==> src/rtl/wm_front_panel.sv <==
// wm_front_panel: synchronises and debounces the panel switches, tracks paid credit and
// sequences start pulse, lid lock and handshake with the controller. Refund path: WM_PANEL_REFUND_EN.
module wm_front_panel #(
    parameter int DEBOUNCE_CYCLES = 50000,
    parameter int PRICE           = 3,
    parameter int RINSE_PRICE     = 1,
    parameter int CREDIT_MAX      = 15,
    parameter int UNLOCK_DELAY    = 1000
) (
    input  logic       clk,
    input  logic       rst,
    input  logic       coin_sw,
    input  logic       rinse_btn,
    input  logic       start_btn,
    input  logic       lid_sw,
    input  logic       completed,
`ifdef WM_PANEL_REFUND_EN
    input  logic       refund_btn,
    output logic       refund_pulse,
`endif
    output logic       coin,
    output logic       add_rinse,
    output logic       lid_cl,
    output logic       lid_lock,
    output logic [3:0] credit,
    output logic       rinse_sel,
    output logic       busy,
    output logic       err
);

`ifdef WM_PANEL_REFUND_EN
    localparam int NIN = 5;
`else
    localparam int NIN = 4;
`endif
    // Lid is the top input bit; it is a level, so it gets no edge event.
    localparam int NEV    = NIN - 1;
    localparam int I_COIN = 0;
    localparam int I_RNS  = 1;
    localparam int I_STRT = 2;
    localparam int I_LID  = NIN - 1;

    localparam int                CNT_W    = $clog2(DEBOUNCE_CYCLES);
    localparam logic [CNT_W-1:0]  CNT_LOAD = CNT_W'(DEBOUNCE_CYCLES - 1);
    localparam int                DLY_W    = (UNLOCK_DELAY > 2) ? $clog2(UNLOCK_DELAY) : 1;
    localparam logic [DLY_W-1:0]  DLY_LOAD = DLY_W'(UNLOCK_DELAY - 2);
    localparam logic [4:0]        PRICE_C  = 5'(PRICE);
    localparam logic [4:0]        RINSE_C  = 5'(RINSE_PRICE);
    localparam logic [4:0]        MAX_C    = 5'(CREDIT_MAX);

    typedef enum logic [2:0] {S_IDLE, S_START, S_ACK, S_RUN, S_DONE} state_t;

    logic [NIN-1:0]   raw_in, sync1_q, sync2_q, acc_q, acc_d;
    logic [NEV-1:0]   ev_q, ev_d;
    logic [CNT_W-1:0] cnt_q [NIN];
    logic [CNT_W-1:0] cnt_d [NIN];
    state_t           state_q, state_d;
    logic [3:0]       credit_q, credit_d;
    logic             rinse_sel_q, rinse_sel_d, lid_lock_q, lid_lock_d, err_q, err_d;
    logic [1:0]       ack_cnt_q, ack_cnt_d;
    logic [DLY_W-1:0] dly_q, dly_d;
    logic [4:0]       cost, credit_sum;
    logic             launch, ack_fail, excess, refund_busy, refund_dec;
    logic             coin_ev, rinse_ev, start_ev;

`ifdef WM_PANEL_REFUND_EN
    assign raw_in = {lid_sw, refund_btn, start_btn, rinse_btn, coin_sw};
`else
    assign raw_in = {lid_sw, start_btn, rinse_btn, coin_sw};
`endif

    assign coin_ev  = ev_q[I_COIN];
    assign rinse_ev = ev_q[I_RNS];
    assign start_ev = ev_q[I_STRT];

    // Counter only runs while the synchronised level disagrees with the accepted one.
    always_comb begin
        acc_d = acc_q;
        ev_d  = '0;
        for (int i = 0; i < NIN; i++) begin
            cnt_d[i] = CNT_LOAD;
            if (sync2_q[i] != acc_q[i]) begin
                if (cnt_q[i] == '0) acc_d[i] = sync2_q[i];
                else                cnt_d[i] = cnt_q[i] - CNT_W'(1);
            end
        end
        for (int i = 0; i < NEV; i++) ev_d[i] = acc_d[i] & ~acc_q[i];
    end

    // NOTE: every output of a combinational block gets a default first, so no path infers a latch.
    always_comb begin
        state_d     = state_q;
        rinse_sel_d = rinse_sel_q;
        lid_lock_d  = lid_lock_q;
        err_d       = err_q;
        ack_cnt_d   = ack_cnt_q;
        dly_d       = dly_q;
        launch      = 1'b0;
        ack_fail    = 1'b0;
        cost        = PRICE_C + (rinse_sel_q ? RINSE_C : 5'd0);
        unique case (state_q)
            S_IDLE: begin
                if (start_ev && acc_q[I_LID] && ({1'b0, credit_q} >= cost) && !err_q && !refund_busy)
                    state_d = S_START;
                else if (rinse_ev && !start_ev)
                    rinse_sel_d = ~rinse_sel_q;
            end
            S_START: begin
                launch     = 1'b1;
                lid_lock_d = 1'b1;
                ack_cnt_d  = '0;
                state_d    = S_ACK;
            end
            S_ACK: begin
                if (!completed) begin
                    state_d = S_RUN;
                end else if (ack_cnt_q == 2'd3) begin
                    ack_fail   = 1'b1;
                    err_d      = 1'b1;
                    lid_lock_d = 1'b0;
                    state_d    = S_IDLE;
                end else begin
                    ack_cnt_d = ack_cnt_q + 2'd1;
                end
            end
            S_RUN: begin
                // Preloaded so lid_lock drops exactly UNLOCK_DELAY cycles after completed rises.
                dly_d = DLY_LOAD;
                if (completed) state_d = S_DONE;
            end
            S_DONE: begin
                if (dly_q == '0) begin
                    lid_lock_d  = 1'b0;
                    rinse_sel_d = 1'b0;
                    state_d     = S_IDLE;
                end else begin
                    dly_d = dly_q - DLY_W'(1);
                end
            end
            default: state_d = S_IDLE;
        endcase
    end

    always_comb begin
        credit_sum = {1'b0, credit_q} + {4'b0, coin_ev} + (ack_fail ? cost : 5'd0)
                   - (launch ? cost : 5'd0) - {4'b0, refund_dec};
        excess     = credit_sum > MAX_C;
        credit_d   = excess ? MAX_C[3:0] : credit_sum[3:0];
    end

    // NOTE: sequential state uses non-blocking assignments so every flop samples pre-edge values.
    always_ff @(posedge clk or negedge rst) begin
        if (!rst) begin
            sync1_q     <= '0;
            sync2_q     <= '0;
            acc_q       <= '0;
            ev_q        <= '0;
            for (int i = 0; i < NIN; i++) cnt_q[i] <= CNT_LOAD;
            state_q     <= S_IDLE;
            credit_q    <= '0;
            rinse_sel_q <= 1'b0;
            lid_lock_q  <= 1'b0;
            err_q       <= 1'b0;
            ack_cnt_q   <= '0;
            dly_q       <= '0;
        end else begin
            sync1_q     <= raw_in;
            sync2_q     <= sync1_q;
            acc_q       <= acc_d;
            ev_q        <= ev_d;
            for (int i = 0; i < NIN; i++) cnt_q[i] <= cnt_d[i];
            state_q     <= state_d;
            credit_q    <= credit_d;
            rinse_sel_q <= rinse_sel_d;
            lid_lock_q  <= lid_lock_d;
            err_q       <= err_d;
            ack_cnt_q   <= ack_cnt_d;
            dly_q       <= dly_d;
        end
    end

`ifdef WM_PANEL_REFUND_EN
    logic       refund_act_q, refund_act_d, refund_pulse_q, refund_pulse_d;
    logic [2:0] gap_q, gap_d;

    // One coin is paid back every eighth cycle until credit reaches zero.
    always_comb begin
        refund_act_d = refund_act_q;
        gap_d        = gap_q;
        refund_dec   = 1'b0;
        if (refund_act_q) begin
            if (gap_q != 3'd0) begin
                gap_d = gap_q - 3'd1;
            end else if (credit_q != 4'd0) begin
                refund_dec = 1'b1;
                gap_d      = 3'd7;
            end else begin
                refund_act_d = 1'b0;
            end
        end else if (ev_q[3] && state_q == S_IDLE) begin
            refund_act_d = 1'b1;
            gap_d        = 3'd0;
        end
        refund_pulse_d = refund_dec | excess;
    end

    always_ff @(posedge clk or negedge rst) begin
        if (!rst) begin
            refund_act_q   <= 1'b0;
            refund_pulse_q <= 1'b0;
            gap_q          <= '0;
        end else begin
            refund_act_q   <= refund_act_d;
            refund_pulse_q <= refund_pulse_d;
            gap_q          <= gap_d;
        end
    end

    assign refund_busy  = refund_act_q;
    assign refund_pulse = refund_pulse_q;
`else
    assign refund_busy = 1'b0;
    assign refund_dec  = 1'b0;
`endif

    assign coin      = (state_q == S_START);
    assign add_rinse = rinse_sel_q & (state_q inside {S_START, S_ACK, S_RUN});
    assign busy      = (state_q inside {S_START, S_RUN, S_DONE});
    assign lid_cl    = acc_q[I_LID];
    assign lid_lock  = lid_lock_q;
    assign credit    = credit_q;
    assign rinse_sel = rinse_sel_q;
    assign err       = err_q;

endmodule

==> config.mk <==
export PLATFORM = sky130hd
export DESIGN_NAME = wm_front_panel
export DESIGN_NICKNAME = d
export VERILOG_FILES = /design/src/rtl/wm_front_panel.sv
export SDC_FILE = /design/constraint.sdc
export NUM_CORES = 1
export LEC_CHECK = 0
export CAP_MARGIN = 20
export CORE_ASPECT_RATIO = 0.7
export CORE_MARGIN = 5
export CORE_UTILIZATION = 57
export CTS_BUF_LIST = sky130_fd_sc_hd__clkbuf_8
export DETAILED_ROUTE_END_ITERATION = 10
export PLACE_DENSITY = 0.88
export SETUP_SLACK_MARGIN = 0.4
export SLEW_MARGIN = 10
export SYNTH_ARGS = -nofsm -noshare
export SYNTH_HDL_FRONTEND = slang
export SYNTH_SLANG_ARGS = --single-unit
==> constraint.sdc <==
create_clock -name clk -period 2.5 [get_ports clk]
set_input_delay 0.375 -clock clk [delete_from_list [all_inputs] [get_ports clk]]
set_output_delay 0.375 -clock clk [all_outputs]
set_load 0.01 [all_outputs]
# Word-level counts from Yosys, hierarchy flattened
# Cells that the tools add are included.
# W data, S select, Z words.
# totals
elab_cells	120
output_inout_bits	11
ff_bits	101
# op_classes
n_reduce_logical	25
muxes	40
bitwise_logic	8
magnitude_cmp	2
n_eq_ne	19
add_sub_neg	10
# ops
op	n
$mux W16	8
$logic_not A16 Y1	4
$sub A16 B1 Y16 const B	4
$mux W3	7
$pmux W10 S2	1
$ne A2 B2 Y1 const B	9
$mux W1	16
$pmux W3 S5	1
$reduce_and A4 Y1	3
$logic_not A10 Y1	1
$mux W10	1
$sub A10 B1 Y10 const B	1
$reduce_bool A3 Y1	3
$eq A3 B2 Y1 const B	2
$reduce_and A3 Y1	2
$reduce_bool A2 Y1	3
$add A4 B1 Y5	1
$add A5 B3 Y5	1
$gt A5 B4 Y1 const B	1
$sub A5 B3 Y5	1
$and A1 B1 Y1	4
$ge A4 B3 Y1	1
$logic_and A1 B1 Y1	4
$mux W2	2
other kinds (15)	23

# Longest topological paths before layout
# Gate-level depths: netlist of the first run.
# depth
depth_word	9
mapped_depth	13
ltp_nobuf	12

# Worst setup path after synthesis of the first run
# No wires, ideal clock.
# synth_timing
path_type	reg-to-reg
from	register state_q[2]
to	register credit_q[3], in the netlist credit[3]
stages_incl_launch_ff	14
arrival_ps	2599
path_buffers	1
path_slack_ps	-244
setup_time_ps	145
path_cell_list	dfrtp_1 clkbuf_1 nor2_1 nand2_1 inv_1 nand2_1 inv_1 ha_1 fa_1 fa_1 nand2b_1 a21boi_0 or3_1 o211ai_1
# synth_between
elab_cells_between_ends	10
cone_classes	add/sub (2); order compare (1); eq/ne (2); mux (5)
# synth_lines
element	line	text
start, declared	57	state_t state_q, state_d;
start signal, assigned	172	state_q <= state_d;
$eq A3 B1 Y1 (*)	--	
named net coin	21	output logic coin,
$mux W1 (*)	101	unique case (state_q)
$mux W3 (*)	146	- (launch ? cost : 5'd0) - {4'b0, refund_dec};
$sub A5 B3 Y5 (*)	146	
$gt A5 B4 Y1	147	excess = credit_sum > MAX_C;
$mux W4 (*)	148	credit_d = excess ? MAX_C[3:0] : credit_sum[3:0];
named net credit_d[3]	58	logic [3:0] credit_q, credit_d;
end signal, assigned	173	credit_q <= credit_d;
end, declared	58	
# Mark *: on every way through the listed nets, which the timed path passes. The rest lies on a longest branch.
# A chain may end at the register's enable or synchronous reset.

# Worst setup path in the final report of the first run
# layout_timing
from	register state_q[0]
to	register credit_q[3], in the netlist credit[3]
# layout_between
elab_chain_len	7
elab_cells_between_ends	10
cone_classes	add/sub (2); order compare (1); eq/ne (2); mux (5)
# layout_rtl
element	line	text
$eq A3 B2 Y1	101	
$mux W1	101	
$mux W3	145	credit_sum = {1'b0, credit_q} + {4'b0, coin_ev} + (ack_fail ? cost : 5'd0)
$add A5 B3 Y5	145	
$sub A5 B3 Y5 (*)	146	
$gt A5 B4 Y1	147	
$mux W4 (*)	148	
named net credit_d[3]	58	
# Marked as above.

==> impl_metrics.ini, run 1 <==
[timing]
finalClockSkew_ns = 0.01577
drv_slew = 0
tns_ns = -0.5487
worstMarginPinSlew_ns = 0.7411
setup_ws_ns = -0.2075
fin_crit_ns = 2.708
setup_viol = 4
fin_crit_sh_pct = 108.3
rsz0062_at_grt = true
whs_ns = -0.002679
hold_violations = 2
slew_headroom_pct = 50.46
fmax_mhz = 369.3

[yosys]
synth_largest_area_cell = dfrtp_1
synth_edf_count = 0
ys_types = 57
ys_warn_count = 0
synthTopCellsByArea = dfrtp_1 (32%), dfstp_2 (19%), ha_1 (4.2%)
yosysSeqAreaShare_pct = 50.78
synth_top_cell_area_share_pct = 32.11
netlist_area_mm2 = 0.005066
synth_nets = 520
ys_dominant_reg_cell = dfrtp_1
ys_ff_latch = 101
async_flop_share_pct = 100.0
avgSynthCellArea_um2 = 10.30
synthCells = 492

[clocking]
cts_sinks = 101
root_buffer = clkbuf_8
htreeDepth = 3
max-clock-path-buffers = 2
cts_tree = built
insertion_delay_ns = 0.39
path_clk_slew_ns = 0.10
cts_buffers = 9

[critical_path]
cp-end-kind = flop
cp.required_ns = 2.78
regToRegEndpoint = credit[3]$_DFF_PN0_
arrival_ns = 2.99
startpoint_type = flop
r2r_setup_slack_ns = -0.21
crit_path_max_fanout = 4
crit-reg2reg-launch = state_q[0]$_DFFE_PN0P_
critPathKind = flop to flop
reg2reg_depth = 10

[place]
gp_congestion = 0.9012
hpwl_um = 7227
post-place-ws_ns = -0.4927
port_buffers = 17
place_area_mm2 = 0.005584

[final_layout]
drive_above_1_share_pct = 26.70
syn_to_final_growth_pct = 20.30
design_area_mm2 = 0.006095
multiInputGateArea_mm2 = 0.002582
n_antenna_cell = 0
nets = 581
n_fill_cell = 579
regArea_mm2 = 0.002575

[job]
max-cap-violations = 0

[floorplan]
row_count = 28
die_h_um = 88.88
die_w_um = 122.7
core_mm2 = 0.008548
ios = 18
dieArea_mm2 = 0.01090
start_util_pct = 59.27

[run_status]
failed_checks = negative hold slack, negative setup slack
outcome = finished, violations left

[global_route]
grt_pass1_wl_um = 18560
antenna_found_initial = 0
grt_usage_pct = 21.89
grt_pass1_vias = 3875
grt_start_max_net_pins = 52
grt-ovfl-total = 0

[drt]
drt_pass1_iterations = 4
drc = 0
via_per_inst = 5.885
wl_per_cell_um = 17.18
drt-total-wl_um = 11650
via_count = 3990
ant_nets = 0
drtIter0Drc = 312

[pwr]
leakagePower_nw = 2.474
ir_worst_vdd_mv = 0.3384
total_power_mw = 4.493
power_density_mw_per_mm2 = 737.1

[worst_hold_path]
hold_path.class = input pin to async pin
## per-layer routing
layer	vias to the layer above	share of wire (%)	routed length, um	global-route usage (%)
met2	104	49	5720	36.29
met4	0	2.5	293	7.317
li1	1864	-	-	-
met3	29	4.7	544	6.454
met5	-	0	0	0
met1	1993	44	5087	27.83
## power breakdown
group	total (mW)	switching (mW)	internal, mW
registers	1.90	0.131	1.77
logic	1.50	0.723	0.774
clock network	1.09	0.594	0.501
## cells in the final DEF, fill, tap and decap left out, drive strengths merged, types with 15 or more instances in the layout
master	instances
nand3	23
a21oi	15
inv	29
o21ai	18
buf	39
nor3	21
xor2	23
xnor2	20
dfrtp	65
dfstp	36
nand2	45
ha	17
nor2	49
## area by class of cell
cell class	count	area share, %
clock buffer	10	2.258
multi-input combinational	361	42.37
inverter	25	1.540
clock inverter	6	1.150
tap	120	2.464
timing repair buffer	55	7.966
sequential	101	42.25
## cells by family after synthesis
family | count (synthesis) | share of synthesized area, %
buffers and inverters | 30 | 2.396
muxes | 7 | 1.482
adders and majority gates | 21 | 5.779
xor gates and xnor gates | 43 | 7.434
and+or+nand+nor | 224 | 23.49
DFF | 101 | 50.78
AOI/OAI and AO/OA | 66 | 8.644
## registers in the layout (all words and copies together) (netlist names), 3 cells and up
signal and flops:
cnt_q 64, dly_q 10, acc_q 4, credit 4, sync1_q 4, sync2_q 4
ev_q 3, state_q 3
## repair_timing
action | in CTS | in global routing
gates resized for setup | 22 | 29
buffers inserted | 14 | 4
pin swaps | 9 | 11
endpoints found under the setup margin | 21 | 29
hold buffers | 0 | 0
## worst max-delay path, cell delays in order (launching register included)
cell and delay (ns):
dfrtp_2 0.47, nor4bb_4 0.37, nand3_2 0.14, inv_2 0.08, fa_2 0.48, inv_2 0.09
fa_2 0.22, nand2b_4 0.13, a21boi_2 0.06, or3_4 0.41, o211ai_1 0.14
## worst max-delay path by stage
stage | to | cells past startpoint | slack, ns | startpoint
after floorplan | credit[3]$_DFF_PN0_ | 11 | 0.04 | state_q[2]$_DFFE_PN0P_
after global placement | credit[3]$_DFF_PN0_ | 10 | -0.30 | completed
after detailed placement | credit[3]$_DFF_PN0_ | 11 | -0.49 | completed
after CTS | credit[3]$_DFF_PN0_ | 12 | -0.07 | state_q[2]$_DFFE_PN0P_
after global routing | credit[3]$_DFF_PN0_ | 10 | -0.24 | state_q[0]$_DFFE_PN0P_
final | credit[3]$_DFF_PN0_ | 10 | -0.21 | state_q[0]$_DFFE_PN0P_
## synthesized netlist by cell type (all sizes together), types with 2 or more instances
cell,count
xor2,23
nand2,45
and4,2
dfrtp,65
o21a,4
nor3b,5
fa,4
o31a,3
a21oi,15
clkbuf,3
and2,2
inv,25
buf,2
nor4b,4
or2,3
mux2i,3
a211oi,2
o31ai,9
ha,17
nand3,23
nor3,21
or4b,3
nor4,12
or3b,2
mux2,4
a31oi,2
a21o,2
and3,5
nand4b,4
o21ai,18
a21boi,4
dfstp,36
nor2b,3
nand3b,2
nand2b,9
nor2,49
or4,8
nand4,7
o211ai,2
or3,12
xnor2,20
## stage by stage
step                utilization (%)  instances
global route                  71.30        678
CTS                           69.45        674
floorplan                         -        492
finish                        71.30        678
global placement              65.19        643
detailed placement            65.32        644
No activity file was read; power rests on OpenSTA's default activity.
==> run 2: changes to the inputs <==
--- a/config.mk
+++ b/config.mk
@@ -5,13 +5,13 @@
 export SDC_FILE = /design/constraint.sdc
 export NUM_CORES = 1
 export LEC_CHECK = 0
+export ABC_AREA = 1
 export CAP_MARGIN = 20
 export CORE_ASPECT_RATIO = 0.7
 export CORE_MARGIN = 5
-export CORE_UTILIZATION = 57
-export CTS_BUF_LIST = sky130_fd_sc_hd__clkbuf_8
+export CORE_UTILIZATION = 55
 export DETAILED_ROUTE_END_ITERATION = 10
-export PLACE_DENSITY = 0.88
+export PLACE_DENSITY = 0.86
 export SETUP_SLACK_MARGIN = 0.4
 export SLEW_MARGIN = 10
 export SYNTH_ARGS = -nofsm -noshare
==> impl_metrics.ini, run 2 <==
[yosys]
synth_nets = 682
synth_top_cell_area_share_pct = 30.24
yosysMostFrequentCell = nand2_1
synthTopCellsByArea = dfrtp_1 (30%), dfstp_2 (18%), nand2_1 (11%)
ys_ff_latch = 101
synthTopCellsByCount = nand2_1 (157), nor2_1 (120), inv_1 (66)
avgSynthCellArea_um2 = 8.225
ys_dominant_reg_cell = dfrtp_1
synth_largest_area_cell = dfrtp_1
async_flop_share_pct = 100.0
synthCells = 654
synth_edf_count = 0
ys_types = 30
yosysSeqAreaShare_pct = 47.83
netlist_area_mm2 = 0.005379
ys_warn_count = 0

[critical_path]
cp_common_cell = inv_2
cp-end-kind = flop
crit_chain = inv_2 -> nand2_4 -> nor2_4 -> inv_2 -> nor3_4 -> inv_2 -> nor2_2 -> fa_1 -> ha_1 -> inv_1 -> nor2_2 -> nor2_1 -> o21bai_1 -> xor2_1 -> o21ai_1
slowest_stage = fa_1
r2r_setup_slack_ns = -0.26
cpLargestDelayFamily = adder cells
startpoint_type = flop
crit_buf_inv = 4
arrival_ns = 2.97
crit_path_end = credit[2]$_DFF_PN0_
critPathLaunch = state_q[2]$_DFFE_PN0P_
cp.required_ns = 2.71
regToRegEndpoint = credit[2]$_DFF_PN0_
reg2reg_depth = 15
crit_path_max_fanout = 4
critPathKind = flop to flop
crit_cells = 15
max_stage_delay_ns = 0.44
crit-reg2reg-launch = state_q[2]$_DFFE_PN0P_

[drt]
drtIter0Drc = 283
via_count = 4400
drt_pass1_iterations = 5
drt-total-wl_um = 11350
ant_nets = 0
via_per_inst = 5.301
drc = 0
wl_per_cell_um = 13.67

[timing]
setup_viol = 4
setup_ws_ns = -0.2602
fin_crit_sh_pct = 110.4
fin_crit_ns = 2.760
worstMarginPinSlew_ns = 0.6332
fmax_mhz = 362.3
tns_ns = -0.8814
hold_violations = 0
drv_slew = 0
rsz0062_at_grt = true
finalClockSkew_ns = 0.008716
slew_headroom_pct = 57.79

[final_layout]
n_antenna_cell = 0
nets = 725
largest_registers = cnt_q: 64 flops, dly_q: 10 flops
drive_above_1_share_pct = 16.24
mostFrequentLayoutCell = nand2_1
largest_reg_flops = 64
final_cell_mix = nand2_1 (156), nor2_1 (116), dfrtp_1 (64)
regMostFlops = cnt_q
syn_to_final_growth_pct = 15.56

[clocking]
cts_sinks = 101
max-clock-path-buffers = 2
root_buffer = clkbuf_16
cts_tree = built
path_clk_slew_ns = 0.07
cts_hold_buf = 0
htreeDepth = 3
insertion_delay_ns = 0.35
cts_buffers = 9

[floorplan]
row_count = 30
start_util_pct = 55.98
ios = 18
die_h_um = 92.74
core_mm2 = 0.009609
die_w_um = 128.2
dieArea_mm2 = 0.01189

[job]
max-cap-violations = 0

[pwr]
switchingPower_mw = 0.6997
pwr-share-seq_pct = 49.4
power_density_mw_per_mm2 = 549.5
p_comb_share_pct = 3.4
p_int_mw = 2.716
ir_worst_vdd_mv = 0.3690
leakagePower_nw = 2.996
pwr-share-clk_pct = 47.2
p_sw_share_pct = 20.49

[global_route]
antenna_found_initial = 0
grt_pass1_vias = 4292
grt_usage_pct = 20.29
grt-ovfl-total = 0
grt_start_max_net_pins = 54
grt_pass1_wl_um = 19460

[place]
hpwl_um = 8253
gp_congestion = 0.9201
port_buffers = 17
post-place-ws_ns = -0.5797

[worst_hold_path]
hold_path.class = input pin to async pin

[run_status]
outcome = finished, violations left
failed_checks = negative setup slack
-- run 2: cell count changes in the layout (fill, tap and decap cells not counted), sizes merged, moves of 8 or more --
cell    change
buf        -22
o31ai       -9
or4         -8
inv        +45
nor4       -12
nand2b      -9
or3        -12
nor2       +80
nand3      +36
nand2     +119
-- run 2: worst min path at each step --
stage	startpoint	slack (ns)	to	depth (start not counted)
floorplan	rst	0.08	acc_q[0]$_DFF_PN0_	0
global placement	sync1_q[1]$_DFF_PN0_	0.33	sync2_q[1]$_DFF_PN0_	0
detailed placement	sync1_q[1]$_DFF_PN0_	0.34	sync2_q[1]$_DFF_PN0_	0
CTS	rst	0.07	cnt_q[42]$_DFF_PN0_	1
global route	rst	0.11	cnt_q[42]$_DFF_PN0_	1
finish	rst	0.05	cnt_q[42]$_DFF_PN0_	1
-- run 2: kinds of logic after synthesis --
logic type / Yosys count / synth area share, %
AO/OA/AOI/OAI: 30 / 3.187
XOR/XNOR: 44 / 7.164
adder cells (fa/ha/maj): 21 / 5.443
buffers and inverters: 74 / 5.304
flip-flops: 101 / 47.83
AND/OR/NAND/NOR: 384 / 31.08
-- run 2: routing by layer --
metal	wire [um]	part of all wire (%)	up-vias	GRT usage, %
met5	0	0	-	0
met4	219	1.9	0	6.890
met3	548	4.8	24	4.207
met2	5597	49	121	34.45
met1	4980	44	2117	25.83
li1	-	-	2138	-
-- run 2: power by group through the flow --
| stage | Sequential [mW] | Combinational [mW] | Clock, mW |
|---|---|---|---|
| floorplan | 1.71 | 0.0537 | 0 |
| global placement | 1.71 | 0.112 | 0 |
| detailed placement | 1.71 | 0.117 | 0 |
| CTS | 1.69 | 0.119 | 1.65 |
| global route | 1.69 | 0.133 | 1.71 |
| finish | 1.69 | 0.116 | 1.61 |
-- run 2: what timing repair did --
action / CTS / global route
gates resized for setup: 10 / 4
hold endpoints to repair: 0 / 0
endpoints found under the setup margin: 7 / 5
pin swaps: 5 / 2
cloned: 0 / 0
setup buffers: 2 / 1
-- run 2: per-stage QoR --
step	power, mW	hold WS [ns]	utilization [%]	cells	area (um^2)
after floorplan	1.764	0.07941	-	654	5396
after global placement	1.825	0.3341	60.60	811	5823
after detailed placement	1.832	0.3387	60.60	811	5823
after CTS	3.451	0.06648	64.48	829	6196
after global routing	3.527	0.1061	64.69	830	6216
final	3.415	0.05272	64.69	830	6216
-- run 2: layout make-up --
type / count / area, um^2
clock inverters: 5 / 106.4
inverters: 73 / 274.0
well taps: 128 / 160.2
fillers: 781 / 3393
multi-input cells: 479 / 2560
repair buffers: 33 / 299.0
flip-flops and latches: 101 / 2574
clock buffers: 11 / 242.7
-- run 2: worst reg2reg max path, delay by kind of cell (launching register included) --
| kind | cells | cell delay [ns] |
|---|---|---|
| adders and majority gates | 2 | 0.77 |
| and+or+nand+nor | 6 | 0.60 |
| DFF | 1 | 0.39 |
| buffers and inverters | 4 | 0.30 |
| AOI/OAI and AO/OA | 2 | 0.29 |
| xor gates and xnor gates | 1 | 0.27 |
==> run 3: changes to the inputs <==
--- a/config.mk
+++ b/config.mk
@@ -6,7 +6,7 @@
 export NUM_CORES = 1
 export LEC_CHECK = 0
 export ABC_AREA = 1
-export CAP_MARGIN = 20
+export ABC_CLOCK_PERIOD_IN_PS = 2500
 export CORE_ASPECT_RATIO = 0.7
 export CORE_MARGIN = 5
 export CORE_UTILIZATION = 55
==> results of run 3 <==
Same layout as run 2: the final DEF is identical, and so are final timing and power.
==> edit 1: new RTL, config.mk and constraints of run 2 <==
The option `WM_PANEL_REFUND_EN` is turned on by a define.
--- a/src/rtl/wm_front_panel.sv
+++ b/src/rtl/wm_front_panel.sv
@@ -1,5 +1,7 @@
 // wm_front_panel: synchronises and debounces the panel switches, tracks paid credit and
 // sequences start pulse, lid lock and handshake with the controller. Refund path: WM_PANEL_REFUND_EN.
+`define WM_PANEL_REFUND_EN
+
 module wm_front_panel #(
     parameter int DEBOUNCE_CYCLES = 50000,
     parameter int PRICE           = 3,
Interface: changed (added refund_btn and refund_pulse); port bits go from 18 to 20. The function was not compared with the original's and may differ.
==> edit 1 against run 2 <==
  * Routed wire length rose by 29%
  * Total power grew 38%
  * Design area up 29%
  * Combinational power rose by 47%
  * Highest routed layer unchanged
  * The run still ends with setup timing left
  * Largest power group is now the clock network
  * Synthesized area grew 23%
  * Sequential cell count up 25
  * Setup slack got worse by 0.21 ns
  * Critical path type unchanged
==> edit 1: results (changes against run 2) <==
Placed design
  – Dpl ws: -0.508 ns (was -0.580 ns)
  – Port Buffers: 19 (was 17)
  – Cells after DPL: 991 (was 811)
  – GP Congestion: 0.844 (was 0.920)

STA
  – Final setup viols: 5 (was 4)
  – Post-route setup slack: -0.471 ns (was -0.260 ns)
  – Slew at the pin closest to its max-slew limit: 0.606 ns (was 0.633 ns)

GRT
  – Global-route wire length before repair: 24,900 um (was 19,500 um)
  – Largest net degree at the start of global routing: 47 (was 54)
  – Number of global-route vias before repair: 5,399 (was 4,292)
  – Total GRT Usage: 0.217 (was 0.203)

Power
  – Power per cell area: 587 nW/um^2 (was 549 nW/um^2)
  – Leakage: 3.92 nW (was 3.00 nW)
  – Worst VDD drop: 0.618 mV (was 0.369 mV)
  – Net Sw Power: 1.06 mW (was 700 uW)

Setup path
  – CP startpoint: state_q[0] (was state_q[2])
  – Max FO, Critical Path: 5 (was 4)
  – Crit path capture: credit[3] (was credit[2])
  – Reg2Reg Capture Point: credit[3] (was credit[2])

Cells and area
  – Top flop regs: cnt_q x80, dly_q x10 (was cnt_q x64, dly_q x10)
  – Largest register FFs: 80 (was 64)
  – Final cell count without fillers: 1,036 (was 830)
  – Share of layout cells above drive strength 1: 0.209 (was 0.162)
  – Fin nets: 901 (was 725)

CTS
  – Num CTS Buffers: 17 (was 9)

Yosys
  – Commonest cells post-synth: 161 x nand2_1, 116 x nor2_1, 104 x inv_1 (was 157 x nand2_1, 120 x nor2_1, 66 x inv_1)
  – Largest cells by area after synthesis: dfrtp_1 31%, dfstp_2 18%, nand2_1 9.1% (was dfrtp_1 30%, dfstp_2 18%, nand2_1 11%)
  – Synthesized-area fraction occupied by adder cells: 0.0556 (was 0.0544)
  – Post-Synthesis Net Count: 820 (was 682)
  – Avg Inst Size Synth: 8.43 um^2 (was 8.22 um^2)

Drt
  – Vias per cell: 5.24 (was 5.30)

Worst hold path
  – Worst Hold Class: reg -> reg (was in -> async)

Run status
  – Failing checks: setup timing (unchanged)
  – Status: finished with violations (unchanged)
-- edit 1: area by class of cell --
cell class	instances	area, um^2
fill	838	3730
sequential	126	3210
multi-input combinational	544	3040
timing repair buffer	64	546
clock buffer	19	443
inverter	113	427
tap	157	196
clock inverter	13	141
-- edit 1: per-layer routing --
metal	vias up	part of all wire	GRT usage
met5	-	0	0
met4	0	0.020	0.0879
met3	31	0.052	0.0486
met2	147	0.47	0.344
met1	2603	0.45	0.292
li1	2646	-	-
-- edit 1: critical path, stage by stage (launching register included) --
cell and delay [ns]:
dfrtp_1 0.36, inv_2 0.06, nor3_4 0.22, inv_2 0.08, nor2_4 0.15, fa_2 0.45, fa_2 0.37, fa_2 0.40
nor2_4 0.12, nor2_1 0.05, o21bai_1 0.19, xor2_1 0.18, buf_4 0.17, nand3_1 0.06
-- edit 1: what timing repair did --
item,CTS,global route
setup buffers,8,4
hold endpoints to repair,26,0
hold buffers,1,0
gates cloned,0,0
pin swaps,8,9
endpoints found under the setup margin,8,6
gates resized for setup,15,6
==> edit 2: new RTL, config.mk and constraints of run 2 <==
Without the edit above. Put one more register stage on the output `err`, cleared by the reset. The value now appears one clock later. The other outputs are not delayed to match.
--- a/src/rtl/wm_front_panel.sv
+++ b/src/rtl/wm_front_panel.sv
@@ -230,7 +230,13 @@
     assign lid_lock  = lid_lock_q;
     assign credit    = credit_q;
     assign rinse_sel = rinse_sel_q;
-    assign err       = err_q;
+    always_ff @(posedge clk or negedge rst) begin
+        if (!rst) begin
+            err <= '0;
+        end else begin
+            err <= err_q;
+        end
+    end
 
 endmodule
 
Formal check against the unedited RTL: same outputs for any inputs over 10 cycles, from zero or initial values and one cycle with rst low; that may be too few to reach the edited logic, so the function may still have changed.
==> edit 2 against run 2 <==
  * The flow still finishes with violations (setup timing)
  * Critical path depth stayed put
  * Synthesized cell count up 0.61%
  * Total power fell by 9.0%
  * Sequential cell count up 1
  * Setup slack improved by 0.041 ns
  * Synthesized area up 1.9%
  * Utilization increased by 0.36 points
  * Design area up 1.7%
  * Routed wire length is 3.3% lower
==> edit 2: results (changes against run 2) <==
Run status
  – Status: finished with violations (unchanged)
  – Failing checks: setup timing (unchanged)

STA
  – Final setup viols: 4 (unchanged)
  – Slew at the pin closest to its max-slew limit: 0.593 ns (was 0.633 ns)
  – Post-route setup slack: -0.219 ns (was -0.260 ns)
  – Hold slack: 0.0174 ns (was 0.0527 ns)
  – Skew final: 0.00752 ns (was 0.00872 ns)

Cells and area
  – Core Util, Final: 0.650 (was 0.647)
  – Multi-In Gates: 482 (was 479)
  – Multi-input gate share of the layout cell area: 0.419 (was 0.412)
  – Fillers: 748 (was 781)
  – Buffers, non-clock: 45 (was 33)
  – Final cell count without fillers: 846 (was 830)
  – NonClk Buf Share: 0.0588 (was 0.0481)
  – Area grow syn2layout: 15.4% (was 15.6%)
  – Fin nets: 741 (was 725)
  – Seq/total area: 0.411 (was 0.414)
  – Share of layout cells above drive strength 1: 0.195 (was 0.162)

Placed design
  – GP Congestion: 0.882 (was 0.920)
  – Placed Area: 5930 um^2 (was 5820 um^2)
  – HPWL after detailed placement: 7900 um (was 8250 um)
  – Dpl ws: -0.566 ns (was -0.580 ns)
  – Cells after DPL: 819 (was 811)

Setup path
  – Slowest Stage Delay on Critical Path: 0.39 ns (was 0.44 ns)
  – Slowest CP cell: fa_2 (was fa_1)
  – CP arrival: 2.94 ns (was 2.97 ns)

GRT
  – Met2 Resource Use GR: 0.307 (was 0.344)
  – Global-route wire length before repair: 19,000 um (was 19,500 um)
  – GRT met1 Usage: 0.258 (about the same)
  – Number of global-route vias before repair: 4,302 (was 4,292)
  – Met3 Usage GRT: 0.0576 (was 0.0421)

Yosys
  – Yosys cell types: 29 (was 30)
  – Avg Inst Size Synth: 8.33 um^2 (was 8.22 um^2)
  – Largest cells by area after synthesis: dfrtp_1 30%, dfstp_2 17%, nand2_1 10% (was dfrtp_1 30%, dfstp_2 18%, nand2_1 11%)
  – Synthesized-area fraction occupied by adder cells: 0.0534 (was 0.0544)
  – Commonest cells post-synth: 150 x nand2_1, 119 x nor2_1, 66 x dfrtp_1 (was 157 x nand2_1, 120 x nor2_1, 66 x inv_1)
  – Post-Synthesis Net Count: 686 (was 682)
  – Post-synthesis sequential area ratio: 0.474 (was 0.478)

Power
  – Worst VDD drop: 0.323 mV (was 0.369 mV)
  – Leakage: 3.03 nW (was 3.00 nW)
  – Power per cell area: 491 nW/um^2 (was 549 nW/um^2)
  – Clk power: 1.29 mW (was 1.61 mW)
  – Sw Share: 0.220 (was 0.205)

Drt
  – Met2 WL: 5050 um (was 5600 um)
  – Metal3 WL: 619 um (was 548 um)
==> edit 2: cell count changes in the layout (fill, tap and decap cells not counted), sizes merged, moves of 3 or more <==
| cell | change |
|---|---|
| buf | +12 |
| nand2 | -5 |
| o21ai | +5 |
| bufinv | -3 |
| clkinv | +3 |
==> edit 2: how the worst max path moves through the flow <==
stage / depth (start not counted) / startpoint / slack, ns / to
floorplan: 12 / state_q[2] / -0.09 / credit[2]
global placement: 13 / completed / -0.41 / credit[2]
detailed placement: 13 / completed / -0.57 / credit[2]
CTS: 15 / state_q[2] / -0.15 / credit[2]
global route: 15 / state_q[2] / -0.33 / credit[2]
finish: 15 / state_q[2] / -0.22 / credit[2]
==> edit 2: timing repair <==
action / CTS / global route
pin swaps: 6 / 6
setup endpoints to repair: 7 / 6
cloned: 0 / 0
gates resized for setup: 10 / 9
setup buffers: 8 / 3
